--- config.mk ---
export PLATFORM = sky130hd
export DESIGN_NAME = dm_access_arbiter
export DESIGN_NICKNAME = d
export VERILOG_FILES = /design/src/rtl/dm_access_arbiter.sv
export SDC_FILE = /design/constraint.sdc
export NUM_CORES = 1
export LEC_CHECK = 0
export CORE_AREA = 2 2 117 119
export DETAILED_ROUTE_END_ITERATION = 10
export DIE_AREA = 0 0 119 121
export PLACE_DENSITY = 0.81
export SYNTH_ARGS = -nofsm -noshare
export SYNTH_HDL_FRONTEND = slang
export SYNTH_SLANG_ARGS = --single-unit
--- constraint.sdc ---
create_clock -name clock -period 1.8 [get_ports clock]
set_input_delay 0.18 -clock clock [delete_from_list [all_inputs] [get_ports clock]]
set_output_delay 0.18 -clock clock [all_outputs]
set_load 0.01 [all_outputs]
--- src/rtl/dm_access_arbiter.sv ---
// Round-robin arbiter sharing the single-port data memory between the CPU (m0) and the
// debug/DMA loader (m1). It also sequences a word-by-word memory clear after reset or on request.
module dm_access_arbiter #(
  parameter int ADDR_BITS      = 10,
  parameter int CLEAR_WORDS    = 1024,
  parameter bit CLEAR_ON_RESET = 1'b1
) (
  input  logic        clock,
  input  logic        reset,
  input  logic        clear_req,
  output logic        busy,
  input  logic        m0_req,
  input  logic        m0_we,
  input  logic [31:0] m0_addr,
  input  logic [31:0] m0_wdata,
  output logic        m0_gnt,
  output logic        m0_rvalid,
  output logic [31:0] m0_rdata,
  input  logic        m1_req,
  input  logic        m1_we,
  input  logic [31:0] m1_addr,
  input  logic [31:0] m1_wdata,
  output logic        m1_gnt,
  output logic        m1_rvalid,
  output logic [31:0] m1_rdata,
  output logic [31:0] mem_addr,
  output logic        mem_we,
  output logic [31:0] mem_wdata,
  input  logic [31:0] mem_rdata
);

  typedef enum logic {CLEAR, RUN} state_t;

  localparam state_t                RESET_STATE = CLEAR_ON_RESET ? CLEAR : RUN;
  localparam logic [ADDR_BITS-1:0]  LAST_PTR    = ADDR_BITS'(CLEAR_WORDS - 1);
  localparam int                    PAD_BITS    = 30 - ADDR_BITS;

  state_t                state;
  state_t                stateNext;
  logic [ADDR_BITS-1:0]  clrPtr;
  logic [ADDR_BITS-1:0]  wordAddr;
  logic                  lastGnt;
  logic                  grant0;
  logic                  grant1;
  logic                  unusedBits;

  // Address bits outside the word index alias onto the same memory word.
  assign unusedBits = ^{m0_addr[31:ADDR_BITS+2], m0_addr[1:0],
                        m1_addr[31:ADDR_BITS+2], m1_addr[1:0]};

  always_comb begin
    stateNext = state;
    grant0    = 1'b0;
    grant1    = 1'b0;
    wordAddr  = '0;
    mem_we    = 1'b0;
    mem_wdata = '0;
    if (reset) begin
      case (state)
        CLEAR: begin
          mem_we   = 1'b1;
          wordAddr = clrPtr;
          if (clrPtr == LAST_PTR) stateNext = RUN;
        end
        RUN: begin
          // On contention the port that did not win last time goes first.
          grant1 = m1_req && (!m0_req || !lastGnt);
          grant0 = m0_req && !grant1;
          if (grant1) begin
            wordAddr  = m1_addr[ADDR_BITS+1:2];
            mem_we    = m1_we;
            mem_wdata = m1_wdata;
          end else if (grant0) begin
            wordAddr  = m0_addr[ADDR_BITS+1:2];
            mem_we    = m0_we;
            mem_wdata = m0_wdata;
          end
          if (clear_req) stateNext = CLEAR;
        end
        default: stateNext = RESET_STATE;
      endcase
    end
  end

  assign mem_addr = {{PAD_BITS{1'b0}}, wordAddr, 2'b00};
  assign busy     = (state == CLEAR);
  assign m0_gnt   = grant0;
  assign m1_gnt   = grant1;

  always_ff @(posedge clock) begin
    if (!reset) begin
      state     <= RESET_STATE;
      clrPtr    <= '0;
      lastGnt   <= 1'b1;
      m0_rvalid <= 1'b0;
      m1_rvalid <= 1'b0;
      m0_rdata  <= '0;
      m1_rdata  <= '0;
    end else begin
      state <= stateNext;
      if (state == CLEAR) clrPtr <= clrPtr + 1'b1;
      else if (clear_req) clrPtr <= '0;
      if (grant0) lastGnt <= 1'b0;
      else if (grant1) lastGnt <= 1'b1;
      m0_rvalid <= grant0 && !m0_we;
      m1_rvalid <= grant1 && !m1_we;
      if (grant0 && !m0_we) m0_rdata <= mem_rdata;
      if (grant1 && !m1_we) m1_rdata <= mem_rdata;
    end
  end

endmodule

Word level (Yosys, flattened, before mapping) --
Index checks and enable logic that the tools add are counted. Widths: inputs -> output; s select.
Word-level totals: register bits after elaboration 78, logic and storage cells 45
Cells by class: equality and inequality tests 2, add/subtract/negate cells 1, bitwise logic cells 1, muxes and demuxes 23, reductions and logical operators 11
Operator list (number):
- $mux 32 | 4
- $mux 10 | 5
- $pmux 10 s2 | 1
- $mux 1 | 11
- $add 10x1->10 const B | 1
- $eq 10x10->1 const B | 1
- $logic_not 1->1 | 5
- $logic_and 1x1->1 | 4
- $pmux 1 s2 | 2
- $ne 2x2->1 const B | 1
- $reduce_bool 2->1 | 1
- $logic_or 1x1->1 | 1
- $not 1->1 | 1

Logic depth before layout (Yosys ltp) --
depth in word-level cells 9, depth in mapped cells 6, gate-level depth less buffers 4

Worst setup path before layout --
No wires, ideal clock.
path kind flip-flop to output port, start register lastGnt, end output mem_wdata[22], slack 0.344 ns, cell stages (with the launch flop) 6, arrival time 1.276 ns, cell sequence dfxtp_1 > nand2b_1 > and4_1 > buf_2 > buf_2 > a22o_1
On the way: longest elaborated chain between the ends 9
RTL lines:
- from (decl) | line 42 | logic lastGnt;
- from (signal assigned) | line 94 | lastGnt <= 1'b1;
- from (signal assigned) | line 103 | if (grant0) lastGnt <= 1'b0;
- from (signal assigned) | line 104 | else if (grant1) lastGnt <= 1'b1;
- $logic_not 1->1 (*) | line 67 | grant1 = m1_req && (!m0_req || !lastGnt);
- $logic_or 1x1->1 (*) | line 67
- $logic_and 1x1->1 (*) | line 67
- $logic_not 1->1 | line 68 | grant0 = m0_req && !grant1;
- $logic_and 1x1->1 | line 68
- $mux 32 | line 73 | end else if (grant0) begin
- $mux 32 (*) | line 69 | if (grant1) begin
- $mux 32 (*) | line 59 | case (state)
- $mux 32 (*) | line 58 | if (reset) begin
- to (decl) | line 28 | output logic [31:0] mem_wdata,
Every way passes the cells marked *; elsewhere a longest branch is shown, timed or not.

Final worst setup path --
start register state, end output mem_wdata[31]
On the way: longest elaborated chain between the ends 2
RTL lines:
- from (decl) | line 38 | state_t state;
- from (signal assigned) | line 100 | state <= stateNext;
- $mux 32 | line 59
- $mux 32 | line 58
Every way passes these cells.

==> results.py <==
metrics = {
    "placement": {
        "place.gp.congestion": 0.898,
        "portBuffers": 234,
        "post-place-cells": 814,
        "dp_hpwl_um": 11200,
    },
    "setup_path": {
        "cp.required_ns": 1.62,
        "reg2reg_from": "clrPtr[0]$_SDFFE_PN0P_",
        "critical_path_peak_fanout": 6,
        "timing.rr.end": "clrPtr[8]$_SDFFE_PN0P_",
        "crit_type": "flip-flop to output port",
        "cp_data_arrival_time_ns": 1.63,
        "crit_end": "mem_wdata[31]",
        "startpoint_type": "flip-flop",
        "reg2reg_slack_ns": 0.24,
        "end_kind": "output port",
        "rr_worst_depth": 4,
        "crit_path_start": "state$_SDFF_PN0_",
    },
    "power": {
        "intPower_uw": 3090,
        "seqPwrFrac": 0.434,
        "power.switching_uw": 921,
        "pwr-share-comb": 0.111,
        "power_density_nw_per_um2": 606,
        "power_uw": 4010,
        "leakage_uw": 0.00297,
        "p_sw_frac": 0.230,
        "p_clk_frac": 0.455,
        "vdd_drop_max_mv": 0.496,
    },
    "logic_synthesis": {
        "synth_flop_cell": "dfxtp_1",
        "yosysUniqueCellTypes": 38,
        "ys_top_cells_by_area": "dfxtp_1, mux2i_1, nand2_1",
        "synth.top_cell.area_share": 0.414,
        "syn_avg_cell_area_um2": 8.91,
        "synthTopCellsByCount": "nand2_1, dfxtp_1, mux2i_1, a22o_1, buf_4",
        "yosysTopAreaCell": "dfxtp_1",
        "synth_edf_count": 0,
        "ys_warn_count": 0,
        "synth.most_common_cell": "nand2_1",
        "syn_area_um2": 3770,
        "synth_seq_cells": 78,
        "yosysSeqAreaShare": 0.414,
        "synth_cells": 423,
        "async_flop_share": 0,
    },
    "global_route": {
        "grt_max_degree": 99,
        "grt_pass1_vias": 3870,
        "antenna_found_initial": 0,
        "grt-ovfl-total": 0,
        "grt_util_all_layers": 0.201,
        "grt_pass1_wl_um": 22100,
    },
    "clock_tree": {
        "clk_path_buf_depth": 2,
        "clock_latency_ns": 0.33,
        "clk_pin_slew_ns": 0.06,
        "hold_buffers": 0,
        "numCtsBuffers": 9,
        "cts_sinks": 78,
        "cts_tree": "done",
        "cts-root-buf": "clkbuf_16",
        "h-tree-depth": 3,
    },
    "routing": {
        "via_per_inst": 4.81,
        "detail_route.first_pass.iterations": 4,
        "drt_iter0_drc": 157,
        "drc": 0,
        "wl_um": 14900,
        "vias": 4019,
        "wl_per_cell_um": 17.9,
        "postRouteAntennaNets": 0,
    },
    "floorplan": {
        "initial_core_util": 0.288,
        "die_y_um": 121,
        "coreArea_um2": 13100,
        "die_area_um2": 14400,
        "chipWidth_um": 119,
        "io_pins": 301,
        "rows": 42,
    },
    "outcome": {
        "violations": "setup timing",
        "status": "finished, violations left",
    },
    "sta": {
        "layout_setup_ws_ns": -0.0124,
        "finalMaxSlewViolations": 0,
        "tightestPinTransition_ns": 0.961,
        "fin_crit_ns": 1.81,
        "fin_skew_ns": 0.00643,
        "whs_ns": 0.426,
        "setup_viol": 2,
        "fmax_mhz": 552,
        "relSlewSlack": 0.360,
        "rsz0062_at_grt": "yes",
        "min_period_over_period": 1.01,
        "finalHoldViolCount": 0,
    },
    "worst_hold_path": {
        "worstHoldPathType": "input pin to flip-flop",
    },
    "cells_and_area": {
        "final_cells": 836,
        "syn_to_final_growth_pct": 75.5,
        "n_antenna_cell": 0,
        "fin_nets": 823,
        "drive_gt1_frac": 0.155,
    },
    "job": {
        "maxCapViolations": 0,
    },
}
==> worst min-delay path by stage <==
stage	startpoint	endpoint	slack, ns	depth (start not counted)
4_1_cts	mem_rdata[10]	m0_rdata[10]$_SDFFE_PN0P_	0.41	3
6_report	mem_rdata[9]	m0_rdata[9]$_SDFFE_PN0P_	0.43	3
3_3_place_gp	m1_rdata[3]$_SDFFE_PN0P_	m1_rdata[3]$_SDFFE_PN0P_	0.44	2
2_1_floorplan	mem_rdata[0]	m0_rdata[0]$_SDFFE_PN0P_	0.34	2
3_5_place_dp	m0_rdata[25]$_SDFFE_PN0P_	m0_rdata[25]$_SDFFE_PN0P_	0.45	2
5_1_grt	mem_rdata[10]	m1_rdata[10]$_SDFFE_PN0P_	0.42	3
==> critical path: stages, from the launching register on <==
cell     delay, ns
dfxtp_4       0.36
and2_4        0.14
and3_4        0.20
buf_16        0.14
buf_12        0.12
a22o_1        0.21
buf_6         0.14
==> what timing repair did <==
item	4_1_cts	5_1_grt
endpoints found under the setup margin	45	46
cloned	2	0
gates resized for setup	171	43
buffers inserted	4	2
pin swaps	7	7
==> area by class of cell <==
| cell class | instances | area (µm²) |
|---|---|---|
| clock inverters | 7 | 80.1 |
| clock buffers | 9 | 225 |
| well taps | 176 | 220 |
| flip-flops and latches | 78 | 1570 |
| fillers | 1253 | 6470 |
| inverters | 6 | 25.0 |
| repair buffers | 257 | 2480 |
| multi-input cells | 303 | 2010 |
==> metal layers <==
layer,track usage,share of wire
met1,0.243,0.43
met2,0.337,0.47
met3,0.0724,0.088
met4,0.0543,0.017
met5,0,0
==> placed cells by master (no fill, tap or decap), types with 14 or more instances in the layout <==
cell type and count:
conb_1 22, nand2_1 104, dfxtp_1 76, mux2i_1 64, clkdlybuf4s50_1 186, a21oi_1 14, buf_4 14, a22o_1 32
buf_2 21, buf_6 16
==> state kept, by name, summed over array words and instances, names as in the netlist <==
register / flops
m0_rdata: 32
clrPtr: 10
m1_rdata: 32
lastGnt: 1
m1_rvalid: 1
state: 1
m0_rvalid: 1
==> cell families (layout without fill, tap and decap cells) <==
logic type      Yosys count  count (layout)  synth area share
compound gates           73              73             0.148
fa+ha+maj                 1               1           0.00332
buf+inv                  63             279            0.0926
flops                    78              78             0.414
mux                      64              64             0.170
other cells               1              22          0.000995
simple gates            143             143             0.171
==> power by group through the flow <==
stage | clock network [µW] | logic [µW] | registers, µW
finish | 1830 | 445 | 1740
global route | 1950 | 477 | 1740
CTS | 1890 | 443 | 1740
detailed placement | 0 | 437 | 1780
global placement | 0 | 447 | 1780
floorplan | 0 | 149 | 1780
==> stage by stage <==
stage           util  setup slack [ns]  area [µm²]  TNS, ns
6_report       0.506           -0.0124        6620  -0.0228
5_1_grt        0.506           -0.0476        6620   -0.453
4_1_cts        0.501           -0.0718        6550   -0.990
3_5_place_dp   0.478            -0.430        6260   -14.92
3_3_place_gp   0.478            -0.398        6260   -13.76
2_1_floorplan      -             0.344        3850        0
No activity file was read; power rests on OpenSTA's default activity.
